File: src/rtl/eth_tx_arb_pkg.sv
// rtl/eth_tx_arb_pkg.sv - shared types, defaults and round-robin helper for the MII transmit arbiter
package eth_tx_arb_pkg;

    typedef enum logic [1:0] {
        IDLE  = 2'd0,
        GRANT = 2'd1,
        SEND  = 2'd2,
        IFG   = 2'd3
    } arb_state_t;

    localparam int DEF_IFG_NIBBLES   = 24;
    localparam int DEF_START_TIMEOUT = 16;
    localparam int DEF_MAX_NIBBLES   = 3052;

    // Prefer the source that did not win last time; otherwise keep the requester.
    // The result is only meaningful when at least one request bit is set.
    function automatic logic rr_pick(input logic [1:0] req, input logic last);
        if (req[~last]) begin
            return ~last;
        end
        return last;
    endfunction

endpackage

File: src/rtl/eth_tx_arbiter.sv
// rtl/eth_tx_arbiter.sv - round-robin, frame-atomic two-source arbiter for the MII transmit nibble path
//
// Ports:
//   eth_mii_clk  MII transmit clock, sole clock
//   sys_rst_n    synchronous active-low reset
//   src_req      per-source level frame request, held until granted
//   src_dv       per-source nibble valid (only the granted bit is used)
//   src_data     per-source nibble, [3:0] source 0, [7:4] source 1
//   src_gnt      registered one-hot grant
//   tx_dv        muxed MII valid toward mii_to_rmii
//   tx_data      muxed MII nibble toward mii_to_rmii (zero while tx_dv is low)
//   busy         high whenever the arbiter is not idle
//   err_timeout  one-cycle pulse: granted source never started its frame
//   err_overlen  one-cycle pulse: frame cut at MAX_NIBBLES
module eth_tx_arbiter
    import eth_tx_arb_pkg::*;
#(
    parameter int IFG_NIBBLES   = DEF_IFG_NIBBLES,
    parameter int START_TIMEOUT = DEF_START_TIMEOUT,
    parameter int MAX_NIBBLES   = DEF_MAX_NIBBLES
) (
    input  logic       eth_mii_clk,
    input  logic       sys_rst_n,
    input  logic [1:0] src_req,
    input  logic [1:0] src_dv,
    input  logic [7:0] src_data,
    output logic [1:0] src_gnt,
    output logic       tx_dv,
    output logic [3:0] tx_data,
    output logic       busy,
    output logic       err_timeout,
    output logic       err_overlen
);

    localparam int CNT_W = $clog2(MAX_NIBBLES + 1);
    localparam int TMR_W = $clog2(((IFG_NIBBLES > START_TIMEOUT) ? IFG_NIBBLES : START_TIMEOUT) + 1);

    localparam logic [CNT_W-1:0] NIB_LAST = CNT_W'(MAX_NIBBLES);
    localparam logic [TMR_W-1:0] GAP_LAST = TMR_W'(IFG_NIBBLES - 1);
    localparam logic [TMR_W-1:0] TMO_LAST = TMR_W'(START_TIMEOUT - 1);

    arb_state_t       state;
    logic             last_winner;
    logic [CNT_W-1:0] nibble_cnt;
    logic [TMR_W-1:0] timer;
    logic [TMR_W-1:0] gap_cnt;

    logic             winner;
    logic             sel_dv;
    logic             sel_req;
    logic [3:0]       sel_data;

    // While a grant is outstanding last_winner is the granted source, so it
    // doubles as the mux select for the whole frame.
    assign winner   = rr_pick(src_req, last_winner);
    assign sel_dv   = src_dv[last_winner];
    assign sel_req  = src_req[last_winner];
    assign sel_data = last_winner ? src_data[7:4] : src_data[3:0];
    assign busy     = (state != IDLE);

    always_ff @(posedge eth_mii_clk) begin
        if (!sys_rst_n) begin
            state       <= IDLE;
            last_winner <= 1'b1;
            src_gnt     <= 2'b00;
            tx_dv       <= 1'b0;
            tx_data     <= 4'h0;
            err_timeout <= 1'b0;
            err_overlen <= 1'b0;
            nibble_cnt  <= '0;
            timer       <= '0;
            gap_cnt     <= '0;
        end else begin
            err_timeout <= 1'b0;
            err_overlen <= 1'b0;
            case (state)
                IDLE: begin
                    if (|src_req) begin
                        src_gnt     <= winner ? 2'b10 : 2'b01;
                        last_winner <= winner;
                        timer       <= '0;
                        state       <= GRANT;
                    end
                end
                GRANT: begin
                    // dv beats both the request drop and the timeout.
                    if (sel_dv) begin
                        tx_dv      <= 1'b1;
                        tx_data    <= sel_data;
                        nibble_cnt <= CNT_W'(1);
                        state      <= SEND;
                    end else if (!sel_req) begin
                        src_gnt <= 2'b00;
                        state   <= IDLE;
                    end else if (timer == TMO_LAST) begin
                        src_gnt     <= 2'b00;
                        err_timeout <= 1'b1;
                        state       <= IDLE;
                    end else begin
                        timer <= timer + 1'b1;
                    end
                end
                SEND: begin
                    if (!sel_dv || nibble_cnt == NIB_LAST) begin
                        // First dv-low ends the frame; dv still high at the
                        // limit means the rest of the frame is discarded.
                        src_gnt     <= 2'b00;
                        tx_dv       <= 1'b0;
                        tx_data     <= 4'h0;
                        gap_cnt     <= '0;
                        err_overlen <= sel_dv;
                        state       <= IFG;
                    end else begin
                        tx_dv      <= 1'b1;
                        tx_data    <= sel_data;
                        nibble_cnt <= nibble_cnt + 1'b1;
                    end
                end
                IFG: begin
                    if (gap_cnt == GAP_LAST) begin
                        state <= IDLE;
                    end else begin
                        gap_cnt <= gap_cnt + 1'b1;
                    end
                end
                default: state <= IDLE;
            endcase
        end
    end

endmodule

File: config.mk
export PLATFORM = sky130hd
export DESIGN_NAME = eth_tx_arbiter
export DESIGN_NICKNAME = d
export VERILOG_FILES = /design/src/rtl/eth_tx_arb_pkg.sv /design/src/rtl/eth_tx_arbiter.sv
export SDC_FILE = /design/constraint.sdc
export NUM_CORES = 1
export LEC_CHECK = 0
export ABC_AREA = 1
export CORE_ASPECT_RATIO = 1.4
export CORE_MARGIN = 2
export CORE_UTILIZATION = 52
export CTS_BUF_LIST = sky130_fd_sc_hd__clkbuf_8
export DETAILED_ROUTE_END_ITERATION = 16
export HOLD_SLACK_MARGIN = 0.05
export PLACE_DENSITY = 0.79
export SYNTH_ARGS = -nofsm -noshare
export SYNTH_HDL_FRONTEND = slang
export SYNTH_SLANG_ARGS = --single-unit
File: constraint.sdc
create_clock -name eth_mii_clk -period 1.5 [get_ports eth_mii_clk]
set_clock_uncertainty 0.05 [all_clocks]
set_input_delay 0.225 -clock eth_mii_clk [delete_from_list [all_inputs] [get_ports eth_mii_clk]]
set_output_delay 0.225 -clock eth_mii_clk [all_outputs]
set_load 0.1 [all_outputs]
==> impl_metrics.json <==
{
  "status": "finished with violations",
  "violations": "negative setup slack",
  "cts-root-buf": "clkbuf_8",
  "tightest_slew_ns": 0.378,
  "path_cells": "ha_4 -> nand2_4 -> nor2_2 -> ha_2 -> inv_2 -> nand3_4 -> nor2_4 -> inv_2 -> nand2_4 -> nand2_4 -> or2_0 -> a21oi_1",
  "wire_per_inst_um": 18.9,
  "area_growth_pct": 64.7,
  "switchingPower_w": 0.00316,
  "via_per_inst": 5.91,
  "rows": 27,
  "finalCriticalPeriod_ns": 1.76,
  "syn-cell-area_um2": 2060,
  "htree_levels": 2,
  "p_seq_share_pct": 20.2,
  "synth_fp_nets": 327,
  "cpMaxStageDelayCell": "dfxtp_2",
  "place.gp.congestion": 0.828,
  "clk_pin_slew_ns": 0.08,
  "layout_commonest_cell": "nand2_1",
  "floorplan.initialDensity_pct": 53.4,
  "combPwrFrac_pct": 68.4,
  "arrival_ns": 1.94,
  "clk_latency_ns": 0.30,
  "cts-buffers-inserted": 5,
  "hold_viol_final": 0,
  "switching_share_pct": 49.0,
  "slew_viol_final": 0,
  "regArea_um2": 696,
  "cap_violations": 0,
  "startpoint_type": "flop",
  "clockBufferDepth": 2,
  "ir_drop_mv": 2.25,
  "drtPass1Iterations": 7,
  "grt_usage_pct": 29.8,
  "synthCells": 304,
  "path_class": "flop to flop",
  "die_y_um": 78.4,
  "grt-ovfl-total": 0,
  "core_um2": 3850,
  "syn_avg_cell_area_um2": 6.77,
  "fin_nets": 415,
  "fmax_mhz": 568,
  "ant_nets": 0,
  "grt_pass1_wl_um": 10300,
  "drive_gt1_share_pct": 46.8,
  "fillers": 178,
  "layout_common_cells": "nand2_1 (68), buf_4 (52), inv_1 (33), dfxtp_1 (24), nor2_1 (21)",
  "multi_input_area_um2": 1480,
  "endpoint_kind": "flop",
  "leakagePower_nw": 1.48,
  "io_pins": 24,
  "worstPathRequired_ns": 1.68,
  "drtIter0Drc": 173,
  "setup_ws_ns": -0.262,
  "p_clk_share_pct": 11.4,
  "synth_warnings": 0,
  "die_area_um2": 4480,
  "slew_headroom_pct": 74.5,
  "diodes": 0,
  "cts_tree": "yes",
  "drc": 0,
  "grt_pass1_vias": 2417,
  "hpwlAfterDp_um": 4160,
  "cp_slowest_stage_delay_ns": 0.34,
  "vias": 2575,
  "ys_ff_latch": 34,
  "ys_seq_area_share_pct": 33.1,
  "grt_max_degree": 11,
  "whs_ns": 0.429,
  "setup_viol": 28,
  "post-route-period-util_pct": 117,
  "cts_hold_buf": 0,
  "wl_um": 8260,
  "power.density_nw_per_um2": 1900,
  "rsz0062_at_grt": "yes",
  "antenna_found_initial": 0,
  "hp-class": "flop to flop",
  "port_buffers": 23,
  "crit_fanout": 5,
  "dp_slack_ns": -0.265,
  "cts_sinks": 34,
  "die_w_um": 57.2,
  "synthDistinctLibCells": 33,
  "cellInternalPower_w": 0.00329,
  "cp_common_cell": "nand2_4"
}
## power groups by stage
stage | sequential (W) | combinational [W] | clock (W)
after detailed placement | 0.00127 | 0.00337 | 0
after floorplan | 0.00166 | 0.00166 | 0
after global routing | 0.00131 | 0.00457 | 0.000742
after CTS | 0.00128 | 0.00369 | 0.000721
after global placement | 0.00125 | 0.00328 | 0
final | 0.00130 | 0.00441 | 0.000734
## worst paths after layout
path	from	end	slack, ns	cells past startpoint
worst min-delay path	gap_cnt[1]	gap_cnt[1]	0.43	2
worst max register to register	timer[0]	timer[0]	-0.26	12
worst min register to register	gap_cnt[1]	gap_cnt[1]	0.43	2
worst max-delay path	timer[0]	timer[0]	-0.26	12
## cell type report
class / count / area share [%]
Inverter: 48 / 5.95
Sequential cell: 34 / 20.5
Tap cell: 43 / 1.59
Clock buffer: 6 / 2.44
Multi-Input combinational cell: 216 / 43.7
Timing Repair Buffer: 87 / 25.5
Clock inverter: 2 / 0.259
## sequential cells by signal, summed over array words and instances, names as in the netlist, named ones only
| name | flops |
|---|---|
| tx_data | 4 |
| err_timeout | 1 |
| src_gnt | 2 |
| state | 1 |
| tx_dv | 1 |
| timer | 5 |
| err_overlen | 1 |
| last_winner | 1 |
| gap_cnt | 5 |
| nibble_cnt | 12 |
## synth_stat cells, drive strengths merged
master	n	area, um^2
inv	48	185
nand3	21	133
o21bai	2	15.0
a31o	1	8.76
ha	9	113
o21ai	14	73.8
a31oi	2	12.5
nor3b	2	15.0
nor3	4	25.0
or2	3	18.8
nor2	31	131
buf	4	43.8
o22ai	1	6.26
nand2	95	404
a21oi	24	135
nand4	3	18.8
dfxtp	34	681
xor2	3	26.3
clkbuf	3	11.3
## timing repair
action / 4_1_cts / 5_1_grt
gates cloned: 1 / 0
pin swaps: 16 / 28
endpoints found under the setup margin: 26 / 33
setup buffers: 4 / 8
gates resized for setup: 52 / 55
## stage by stage
stage          total power, W  utilization (%)  std cells  cell area, um^2  TNS, ns
3_5_place_dp          0.00463             73.4        416             2830    -4.48
5_1_grt               0.00663             87.9        436             3390    -4.61
6_report              0.00645             87.9        436             3390    -3.36
2_1_floorplan         0.00332                -        304             2090    -2.54
3_3_place_gp          0.00453             73.4        416             2830    -3.21
4_1_cts               0.00569             80.9        429             3120    -1.13
## layer usage
metal | share of wire (%) | global-route usage (%)
met2 | 54 | 58.3
met4 | 7.8 | 17.2
met1 | 33 | 26.9
met5 | 0 | 0
met3 | 4.9 | 6.43
## worst max-delay path: cells and delay by family, from the launching register on
kind	cells	cell delay, ns
AO/OA/AOI/OAI	1	0.14
adder cells (fa/ha/maj)	2	0.35
buffers and inverters	2	0.13
flip-flops	1	0.34
AND/OR/NAND/NOR	7	0.67
## kinds of logic (layout without fill, tap and decap cells)
logic type / Yosys count / count (layout) / synth area share (%)
compound gates: 44 / 44 / 12.2
simple gates: 159 / 160 / 36.3
fa+ha+maj: 9 / 9 / 5.47
flops: 34 / 34 / 33.1
buf+inv: 55 / 143 / 11.7
xor+xnor: 3 / 3 / 1.28
(Power assumes the default switching activity.)
==> patch (config.mk and constraints unchanged) <==
The package constant `DEF_IFG_NIBBLES` goes from 24 to 48.
--- a/src/rtl/eth_tx_arb_pkg.sv
+++ b/src/rtl/eth_tx_arb_pkg.sv
@@ -9,5 +9,5 @@
     } arb_state_t;
 
-    localparam int DEF_IFG_NIBBLES   = 24;
+    localparam int DEF_IFG_NIBBLES   = 48;
     localparam int DEF_START_TIMEOUT = 16;
     localparam int DEF_MAX_NIBBLES   = 3052;
Formal check against the unedited RTL: no difference found for any inputs over 10 cycles, from zero or initial values and one cycle with sys_rst_n low; that may be too few to reach the edited logic, so the function may still have changed.
==> patch against the original RTL <==
  * The run ends with design-rule violations, negative setup slack left
  * Clock power grew 2%
  * Count of clock-buffer cells in the layout is the same
  * Worst hold slack gained 0.021 ns
  * Routed wire length shrank 11%
  * Total power shrank 10%
  * Cell count grew 2.1%
  * Worst setup slack gained 0.026 ns
  * Synthesized cell count grew 5.9%
  * Non-clock buffer count shrank 9
  * Sequential cell count grew 2
  * Area after synthesis grew 6.9%
  * Design area grew 1.6%
  * Largest cell class unchanged
==> patch: results (changes against the original RTL) <==
[status]
status=complete, but fails checks  ; unchanged
violations=design-rule violations, negative setup slack  ; was negative setup slack

[global_routing]
gr-usage-met3_pct=5.732  ; was 6.425%
globalRouteTotalUtil_pct=25.70  ; was 29.80%
met1_usage_pct=26.42  ; was 26.85%
via_count_of_the_first_global_routing_pass=2217  ; was 2417
global_route_wire_length_before_repair_mm=9.425  ; was 10.29 mm

[final_layout]
layout-drive-gt1-share_pct=44.25  ; was 46.82%
final_nets=421  ; was 415
largest_registers=nibble_cnt x12, gap_cnt x6, timer x6  ; was nibble_cnt x12, gap_cnt x5, timer x5

[power_and_ir_drop]
power.leakage_nw=1.463  ; was 1.479 nW
irDropWorstVdd_mv=1.575  ; was 2.253 mV
clk_power_mw=0.747  ; was 0.734 mW
sw_frac_of_total_pct=48.70  ; was 48.97%
pwr-share-comb_pct=64.8  ; was 68.4%
comb-power_mw=3.75  ; was 4.41 mW

[synthesis]
yosys.cell_types.count=35  ; was 33
synth_top_cells_by_area=dfxtp_1 (33%), nand2_1 (17%), nor2_1 (6.3%)  ; was dfxtp_1 (33%), nand2_1 (15%), inv_1 (7.5%)
syn-num-nets=344  ; was 327
synthCells=322  ; was 304

[placed_design]
place_hpwl_mm=3.925  ; was 4.155 mm
place_area_sq_um=2824  ; was 2828 sq um

[worst_setup_path]
critical_path_cell_count=11  ; was 12
slowest_stage=dfxtp_4  ; was dfxtp_2
critical_path.max_fanout=8  ; was 5
r2r_start=nibble_cnt[1]$_SDFFE_PN0P_  ; was timer[0]$_SDFFE_PN0P_

[drt]
routed_len_inst_um=16.47  ; was 18.94 um
remaining_drc_errors=1  ; was 0
pre_antenna_drt_iters=10  ; was 7
routed-wl-met2_mm=3.897  ; was 4.469 mm
routedLengthMet1_mm=2.735  ; was 2.742 mm

[timing]
final_layout_setup_total_negative_slack_ns=-2.870  ; was -3.364 ns
hold_ws_ns=0.4506  ; was 0.4295 ns
postLayoutSetupSlackWorst_ns=-0.2365  ; was -0.2620 ns
setup_viol=33  ; was 28

[min_path]
worstHoldEndpoint=tx_dv$_SDFFE_PN0P_  ; was gap_cnt[1]$_SDFFE_PN0P_
hp-start=tx_dv$_SDFFE_PN0P_  ; was gap_cnt[1]$_SDFFE_PN0P_

## patch: cell types whose count changed after synthesis, sizes merged, moves of 3 or more
cell	unedited run	this run
inv	48	37
buf	4	7
nand3	21	26
a21oi	24	27
nor3	4	7
nand2	95	104
or2	3	0
nor2	31	41
## patch: kinds of logic (layout without fill, tap and decap cells)
logic type	count (synthesis)	after routing	share of synthesized area, %
AND/OR/NAND/NOR	183	184	38.65
buffers and inverters	47	124	10.93
AO/OA/AOI/OAI	44	44	11.50
flip-flops	36	36	32.78
adder cells (fa/ha/maj)	8	8	4.553
XOR/XNOR	4	4	1.594
## patch: layout make-up
| type | instances | area [sq um] |
|---|---|---|
| clock buffers | 6 | 82.58 |
| clock inverters | 2 | 10.01 |
| fillers | 224 | 691.9 |
| inverters | 37 | 185.2 |
| multi-input cells | 240 | 1592 |
| flip-flops and latches | 36 | 734.5 |
| well taps | 45 | 56.30 |
| repair buffers | 78 | 770.7 |
| repair inverters | 1 | 11.26 |
